## src/rtl/issue_hazard_ctrl_pkg.sv

```systemverilog
// Shared hazard-control definitions: FSM states, register-file width, r0 id.
package issue_hazard_ctrl_pkg;

    localparam int REG_BITS_DEF = 3;
    localparam int R0           = 0;

    typedef enum logic [1:0] {
        ST_RUN,
        ST_SPLIT,
        ST_FLUSH,
        ST_MEMWAIT
    } hz_state_e;

endpackage

```

## src/rtl/hazard_src_match.sv

```systemverilog
// Destination-vs-source comparator with r0 and per-source valid masking.
module hazard_src_match
    import issue_hazard_ctrl_pkg::*;
#(
    parameter int REG_BITS = REG_BITS_DEF,
    parameter int NUM_SRC  = 4
) (
    input  logic [REG_BITS-1:0]              dst,
    input  logic                             dst_en,
    input  logic [NUM_SRC-1:0][REG_BITS-1:0] src,
    input  logic [NUM_SRC-1:0]               src_vld,
    output logic                             hit
);

    logic [NUM_SRC-1:0] eq;

    // One equality per source; masked sources never match.
    for (genvar g = 0; g < NUM_SRC; g++) begin : g_src
        assign eq[g] = src_vld[g] && (src[g] == dst);
    end

    // r0 is hard-wired zero, so writing it never creates a dependency.
    assign hit = dst_en && (dst != REG_BITS'(R0)) && (|eq);

endmodule

```

## src/rtl/issue_hazard_ctrl.sv

```systemverilog
// Dual-issue hazard controller: load-use stall, intra-pair split,
// branch flush and memory-wait hold, plus a saturating stall counter.
module issue_hazard_ctrl
    import issue_hazard_ctrl_pkg::*;
#(
    parameter int REG_BITS     = REG_BITS_DEF,
    parameter int FLUSH_CYCLES = 2,
    parameter int CNT_W        = 8
) (
    input  logic                clk,
    input  logic                rst_n,
    input  logic [REG_BITS-1:0] IF_ID_rm_1,
    input  logic [REG_BITS-1:0] IF_ID_rn_1,
    input  logic [REG_BITS-1:0] IF_ID_rm_2,
    input  logic [REG_BITS-1:0] IF_ID_rn_2,
    input  logic [REG_BITS-1:0] IF_ID_rd_1,
    input  logic                IF_ID_RegWrite1,
    input  logic                IF_ID_Valid2,
    input  logic                ID_EX_MemRead2,
    input  logic [REG_BITS-1:0] ID_EX_rd_2,
    input  logic                Branch_Taken,
    input  logic                Mem_Ready,
    output logic                PC_Write,
    output logic                IF_ID_Write,
    output logic                ID_EX_Bubble1,
    output logic                ID_EX_Bubble2,
    output logic                IF_ID_Flush,
    output logic                Pipe_Hold,
    output logic [CNT_W-1:0]    Stall_Count
);

    localparam logic [3:0] FLUSH_RELOAD = 4'(FLUSH_CYCLES - 1);

    hz_state_e  state, nxt_state, ret_state, nxt_ret, eff_state;
    logic [3:0] flush_cnt, nxt_flush_cnt;
    logic       ld_use, split, pipe1_chk;
    logic       pc_w, ifid_w, bub1, bub2, flush, hold;

    // While waiting on memory, decode as the state we will return to.
    assign eff_state = (state == ST_MEMWAIT) ? ret_state : state;

    // In SPLIT pipe-1 has already left decode, so only pipe-2 sources matter.
    assign pipe1_chk = (eff_state != ST_SPLIT);

    hazard_src_match #(.REG_BITS(REG_BITS), .NUM_SRC(4)) u_ld_use (
        .dst     (ID_EX_rd_2),
        .dst_en  (ID_EX_MemRead2),
        .src     ({IF_ID_rn_2, IF_ID_rm_2, IF_ID_rn_1, IF_ID_rm_1}),
        .src_vld ({IF_ID_Valid2, IF_ID_Valid2, pipe1_chk, pipe1_chk}),
        .hit     (ld_use)
    );

    hazard_src_match #(.REG_BITS(REG_BITS), .NUM_SRC(2)) u_split (
        .dst     (IF_ID_rd_1),
        .dst_en  (IF_ID_Valid2 && IF_ID_RegWrite1),
        .src     ({IF_ID_rn_2, IF_ID_rm_2}),
        .src_vld (2'b11),
        .hit     (split)
    );

    // State, return-state and flush-counter registers.
    always_ff @(posedge clk or negedge rst_n) begin
        if (!rst_n) begin
            state     <= ST_RUN;
            ret_state <= ST_RUN;
            flush_cnt <= '0;
        end else begin
            state     <= nxt_state;
            ret_state <= nxt_ret;
            flush_cnt <= nxt_flush_cnt;
        end
    end

    // Next-state and Mealy outputs, highest-priority condition first.
    always_comb begin
        nxt_state     = ST_RUN;
        nxt_ret       = ret_state;
        nxt_flush_cnt = flush_cnt;
        pc_w          = 1'b1;
        ifid_w        = 1'b1;
        bub1          = 1'b0;
        bub2          = 1'b0;
        flush         = 1'b0;
        hold          = 1'b0;
        if (!Mem_Ready) begin
            hold      = 1'b1;
            pc_w      = 1'b0;
            ifid_w    = 1'b0;
            nxt_state = ST_MEMWAIT;
            nxt_ret   = eff_state;
        end else if (Branch_Taken) begin
            flush = 1'b1;
            bub1  = 1'b1;
            bub2  = 1'b1;
            if (FLUSH_CYCLES > 1) begin
                nxt_state     = ST_FLUSH;
                nxt_flush_cnt = FLUSH_RELOAD;
            end else begin
                nxt_flush_cnt = '0;
            end
        end else begin
            case (eff_state)
                ST_FLUSH: begin
                    flush         = 1'b1;
                    bub1          = 1'b1;
                    bub2          = 1'b1;
                    nxt_flush_cnt = flush_cnt - 4'd1;
                    nxt_state     = (flush_cnt <= 4'd1) ? ST_RUN : ST_FLUSH;
                end
                ST_SPLIT: begin
                    if (ld_use) begin
                        pc_w      = 1'b0;
                        ifid_w    = 1'b0;
                        bub1      = 1'b1;
                        bub2      = 1'b1;
                        nxt_state = ST_SPLIT;
                    end else begin
                        bub1 = 1'b1;
                    end
                end
                default: begin
                    if (ld_use) begin
                        pc_w   = 1'b0;
                        ifid_w = 1'b0;
                        bub1   = 1'b1;
                        bub2   = 1'b1;
                    end else if (split) begin
                        pc_w      = 1'b0;
                        ifid_w    = 1'b0;
                        bub2      = 1'b1;
                        nxt_state = ST_SPLIT;
                    end
                end
            endcase
        end
    end

    // Saturating count of cycles in which the PC did not advance.
    always_ff @(posedge clk or negedge rst_n) begin
        if (!rst_n)
            Stall_Count <= '0;
        else if (!pc_w && (Stall_Count != {CNT_W{1'b1}}))
            Stall_Count <= Stall_Count + 1'b1;
    end

    // Reset forces a safe freeze: PC held and both EX slots bubbled.
    assign PC_Write      = rst_n & pc_w;
    assign IF_ID_Write   = rst_n & ifid_w;
    assign ID_EX_Bubble1 = ~rst_n | bub1;
    assign ID_EX_Bubble2 = ~rst_n | bub2;
    assign IF_ID_Flush   = rst_n & flush;
    assign Pipe_Hold     = rst_n & hold;

endmodule
```

## config.mk

```make
export PLATFORM = sky130hd
export DESIGN_NAME = issue_hazard_ctrl
export DESIGN_NICKNAME = d
export VERILOG_FILES = /design/src/rtl/issue_hazard_ctrl_pkg.sv /design/src/rtl/hazard_src_match.sv /design/src/rtl/issue_hazard_ctrl.sv
export SDC_FILE = /design/constraint.sdc
export NUM_CORES = 1
export LEC_CHECK = 0
export BUFFER_PORTS_ARGS = -buffer_cell sky130_fd_sc_hd__buf_2
export CELL_PAD_IN_SITES_DETAIL_PLACEMENT = 1
export CELL_PAD_IN_SITES_GLOBAL_PLACEMENT = 1
export CORE_MARGIN = 2
export CORE_UTILIZATION = 35
export DETAILED_ROUTE_END_ITERATION = 8
export PLACE_DENSITY_LB_ADDON = 0.1
export SLEW_MARGIN = 10
export SYNTH_ARGS = -nofsm -noshare
export SYNTH_HDL_FRONTEND = slang
export SYNTH_SLANG_ARGS = --single-unit
export TNS_END_PERCENT = 50
```

## constraint.sdc

```tcl
create_clock -name clk -period 4.8 [get_ports clk]
set_input_delay 0.24 -clock clk [delete_from_list [all_inputs] [get_ports clk]]
set_output_delay 0.24 -clock clk [all_outputs]
set_load 0.05 [all_outputs]
```

==> results.yml <==
run_status:
  status: "finished, final reports clean"
route:
  dr.pass1.iters: 4
  wl_per_cell_um: 16.9
  antenna_left: 0
  drt_iter0_markers: 58
  detail_route.wirelength_um: 4730
  via_per_inst: 5.67
  num_vias: 1582
  drc: 0
power_and_ir_drop:
  leakagePower_nw: 0.803
  clock_power_share: 0.153
  switching_power_mw: 0.420
  intPower_mw: 0.398
  seqPwrFrac: 0.288
  combPwrFrac: 0.559
  p_total_mw: 0.817
  power_switching_share: 0.513
  vdd_drop_max_v: 0.000228
  p_per_area_mw_per_mm2: 446
run:
  cap_violations: 0
grt:
  grt_pass1_wl_um: 8050
  grt_max_degree: 22
  grtUsageTotal: 0.194
  antenna_found_initial: 0
  grt_pass1_vias: 1665
  grt-ovfl-total: 0
sta:
  fin_tns_setup_ps: 0
  post-route-period-util: 0.636
  rsz0062_at_grt: "no"
  hold_slack_ps: 315
  fin_crit_ps: 3050
  worstMarginPinSlew_ps: 743
  fmax_mhz: 327
  setup_viol: 0
  setup_ws_ps: 1750
  slew_violations: 0
  hold_viol: 0
  final.setup_skew_ps: 4.88
  slew_headroom: 0.503
floorplanning:
  io_pins: 39
  rows: 24
  design.core.area_sq_mm: 0.00438
  die_x_um: 71.5
  initial_core_util: 0.363
  die_h_um: 71.5
  die_area_sq_mm: 0.00511
cts:
  clk_pin_slew_ps: 70
  clock_tree.root_cell: "clkbuf_8"
  cts.path.max_buffers: 2
  tritoncts: "built"
  h-tree-depth: 1
  clk_latency_ps: 250
  clock_sinks: 16
  cts_resized: 0
  cts_buffers: 3
synthesis:
  synth-seq-cells: 16
  synth_compound_area_frac: 0.280
  syn-num-nets: 226
  ys_warn_count: 0
  yosys.cell_types.count: 52
  synth_top_family_by_area: "compound AO/OA/AOI/OAI gates"
  syn_avg_cell_area_sq_um: 8.13
  synth-edff-count: 0
  synth-simple-area-share: 0.264
  seq_area_frac_synth: 0.251
  synthAdderAreaFrac: 0.0393
  synthXorXnorAreaFrac: 0.0880
  muxShareOfSynthArea: 0
  synth-main-ff-cell: "dfrtp_1"
  netlist_area_sq_mm: 0.00159
  synth_cells: 196
  postSynth.asyncResetShare: 1.00
critical_path:
  critPathCaptureType: "output pin"
  cp.arrival_ps: 2810
  r2r-start: "state[0]"
  cp_max_fo: 13
  reg2reg_to: "Stall_Count[7]"
  worstSetupPathType: "flip-flop to output pin"
  worstPathRequired_ps: 4560
  r2r_cells: 10
  ff2ff_setup_slack_ps: 1990
  cp-endpoint: "IF_ID_Write"
  startpoint: "state[0]"
  start_kind: "flip-flop"
min_path:
  hold_class: "primary input to flip-flop"
  min_from: "Branch_Taken"
final_layout:
  finalNetCount: 258
  drive_above_1_share: 0.260
  syn2layout_area_growth_pct: 15.0
  fillers: 543
  layout_commonest_cell: "buf_2"
  diodes: 0
  final_cell_mix: "buf_2, nor2_1, dfrtp_1"
  utilization: 0.418
place:
  hpwl_um: 3600
  routabilityCongestion: 0.821
  dp_slack_ps: 2020
  portBuffers: 38
==> area by class of cell <==
| class | count | area, sq um | area share |
|---|---|---|---|
| multi-input cells | 157 | 1070 | 0.584 |
| inverters | 11 | 41.3 | 0.0225 |
| well taps | 52 | 65.1 | 0.0355 |
| clock buffers | 4 | 55.1 | 0.0301 |
| flip-flops and latches | 16 | 400 | 0.219 |
| repair buffers | 39 | 200 | 0.109 |
==> critical path: stages, from the launching register on <==
cell and delay, ps:
dfrtp_1 360, inv_1 40, o21ai_0 340, inv_1 90, ha_1 410, nor2b_1 250, nor4b_2 80, o21ai_2 210
and2_4 340, o211a_1 180, buf_2 260
==> layer usage <==
metal	global-route usage	up-vias	share of wire
met4	0.0189	0	0.0038
met2	0.356	12	0.52
li1	-	783	-
met1	0.250	785	0.46
met5	0	-	0
met3	0.0295	2	0.016
==> Yosys cell counts (2+ instances only) <==
master | number | area share
a211oi_1 | 3 | 0.014
a21oi_1 | 10 | 0.031
a221oi_1 | 2 | 0.011
a221oi_2 | 3 | 0.028
a31oi_1 | 2 | 0.0079
and2_1 | 3 | 0.012
and2_4 | 3 | 0.016
buf_2 | 2 | 0.0063
buf_4 | 3 | 0.014
buf_6 | 3 | 0.021
clkbuf_1 | 3 | 0.0071
dfrtp_1 | 16 | 0.25
ha_1 | 5 | 0.039
inv_1 | 11 | 0.026
nand2_1 | 15 | 0.035
nand2b_1 | 3 | 0.012
nand3_1 | 9 | 0.028
nand4_1 | 3 | 0.012
nor2_1 | 21 | 0.049
nor2b_1 | 3 | 0.012
nor3_1 | 10 | 0.031
nor3_2 | 3 | 0.019
nor4_1 | 3 | 0.012
o211a_1 | 3 | 0.019
o211ai_1 | 2 | 0.0094
o21ai_0 | 9 | 0.028
o21ai_2 | 2 | 0.011
o22ai_1 | 2 | 0.0079
o31ai_1 | 2 | 0.0094
xnor2_1 | 4 | 0.022
xor2_1 | 12 | 0.066
==> sequential cells by signal, indices dropped and copies added (netlist names) <==
signal,flops
ret_state,2
state,2
Stall_Count,8
flush_cnt,4
==> what timing repair did <==
action,4_1_cts,5_1_grt
hold endpoints to repair,16,0
buffers inserted,0,0
hold buffers,1,0
==> metrics by stage <==
| step | instances | instance area [sq um] |
|---|---|---|
| final | 279 | 1830 |
| after global routing | 279 | 1830 |
| after CTS | 279 | 1830 |
| after detailed placement | 274 | 1770 |
| after global placement | 274 | 1770 |
| after floorplan | 196 | 1590 |
==> power by group through the flow <==
stage	Clock (mW)	Combinational [mW]	Sequential, mW
after floorplan	0	0.276	0.307
after global placement	0	0.444	0.232
after detailed placement	0	0.457	0.238
after CTS	0.128	0.460	0.235
after global routing	0.134	0.505	0.242
final	0.125	0.457	0.235
==> kinds of logic after synthesis <==
| kind of cell | Yosys count |
|---|---|
| AO/OA/AOI/OAI | 56 |
| adder cells (fa/ha/maj) | 5 |
| XOR/XNOR | 16 |
| AND/OR/NAND/NOR | 80 |
| buffers and inverters | 23 |
| flip-flops | 16 |
==> how the worst min path moves through the flow <==
stage | end | depth (start not counted) | slack, ps
floorplan | Stall_Count[0] | 0 | -60
global placement | ret_state[0] | 1 | 210
finish | flush_cnt[3] | 2 | 320
detailed placement | ret_state[0] | 1 | 230
global route | flush_cnt[1] | 2 | 340
CTS | flush_cnt[3] | 2 | 320
No activity file was read; power rests on OpenSTA's default activity.
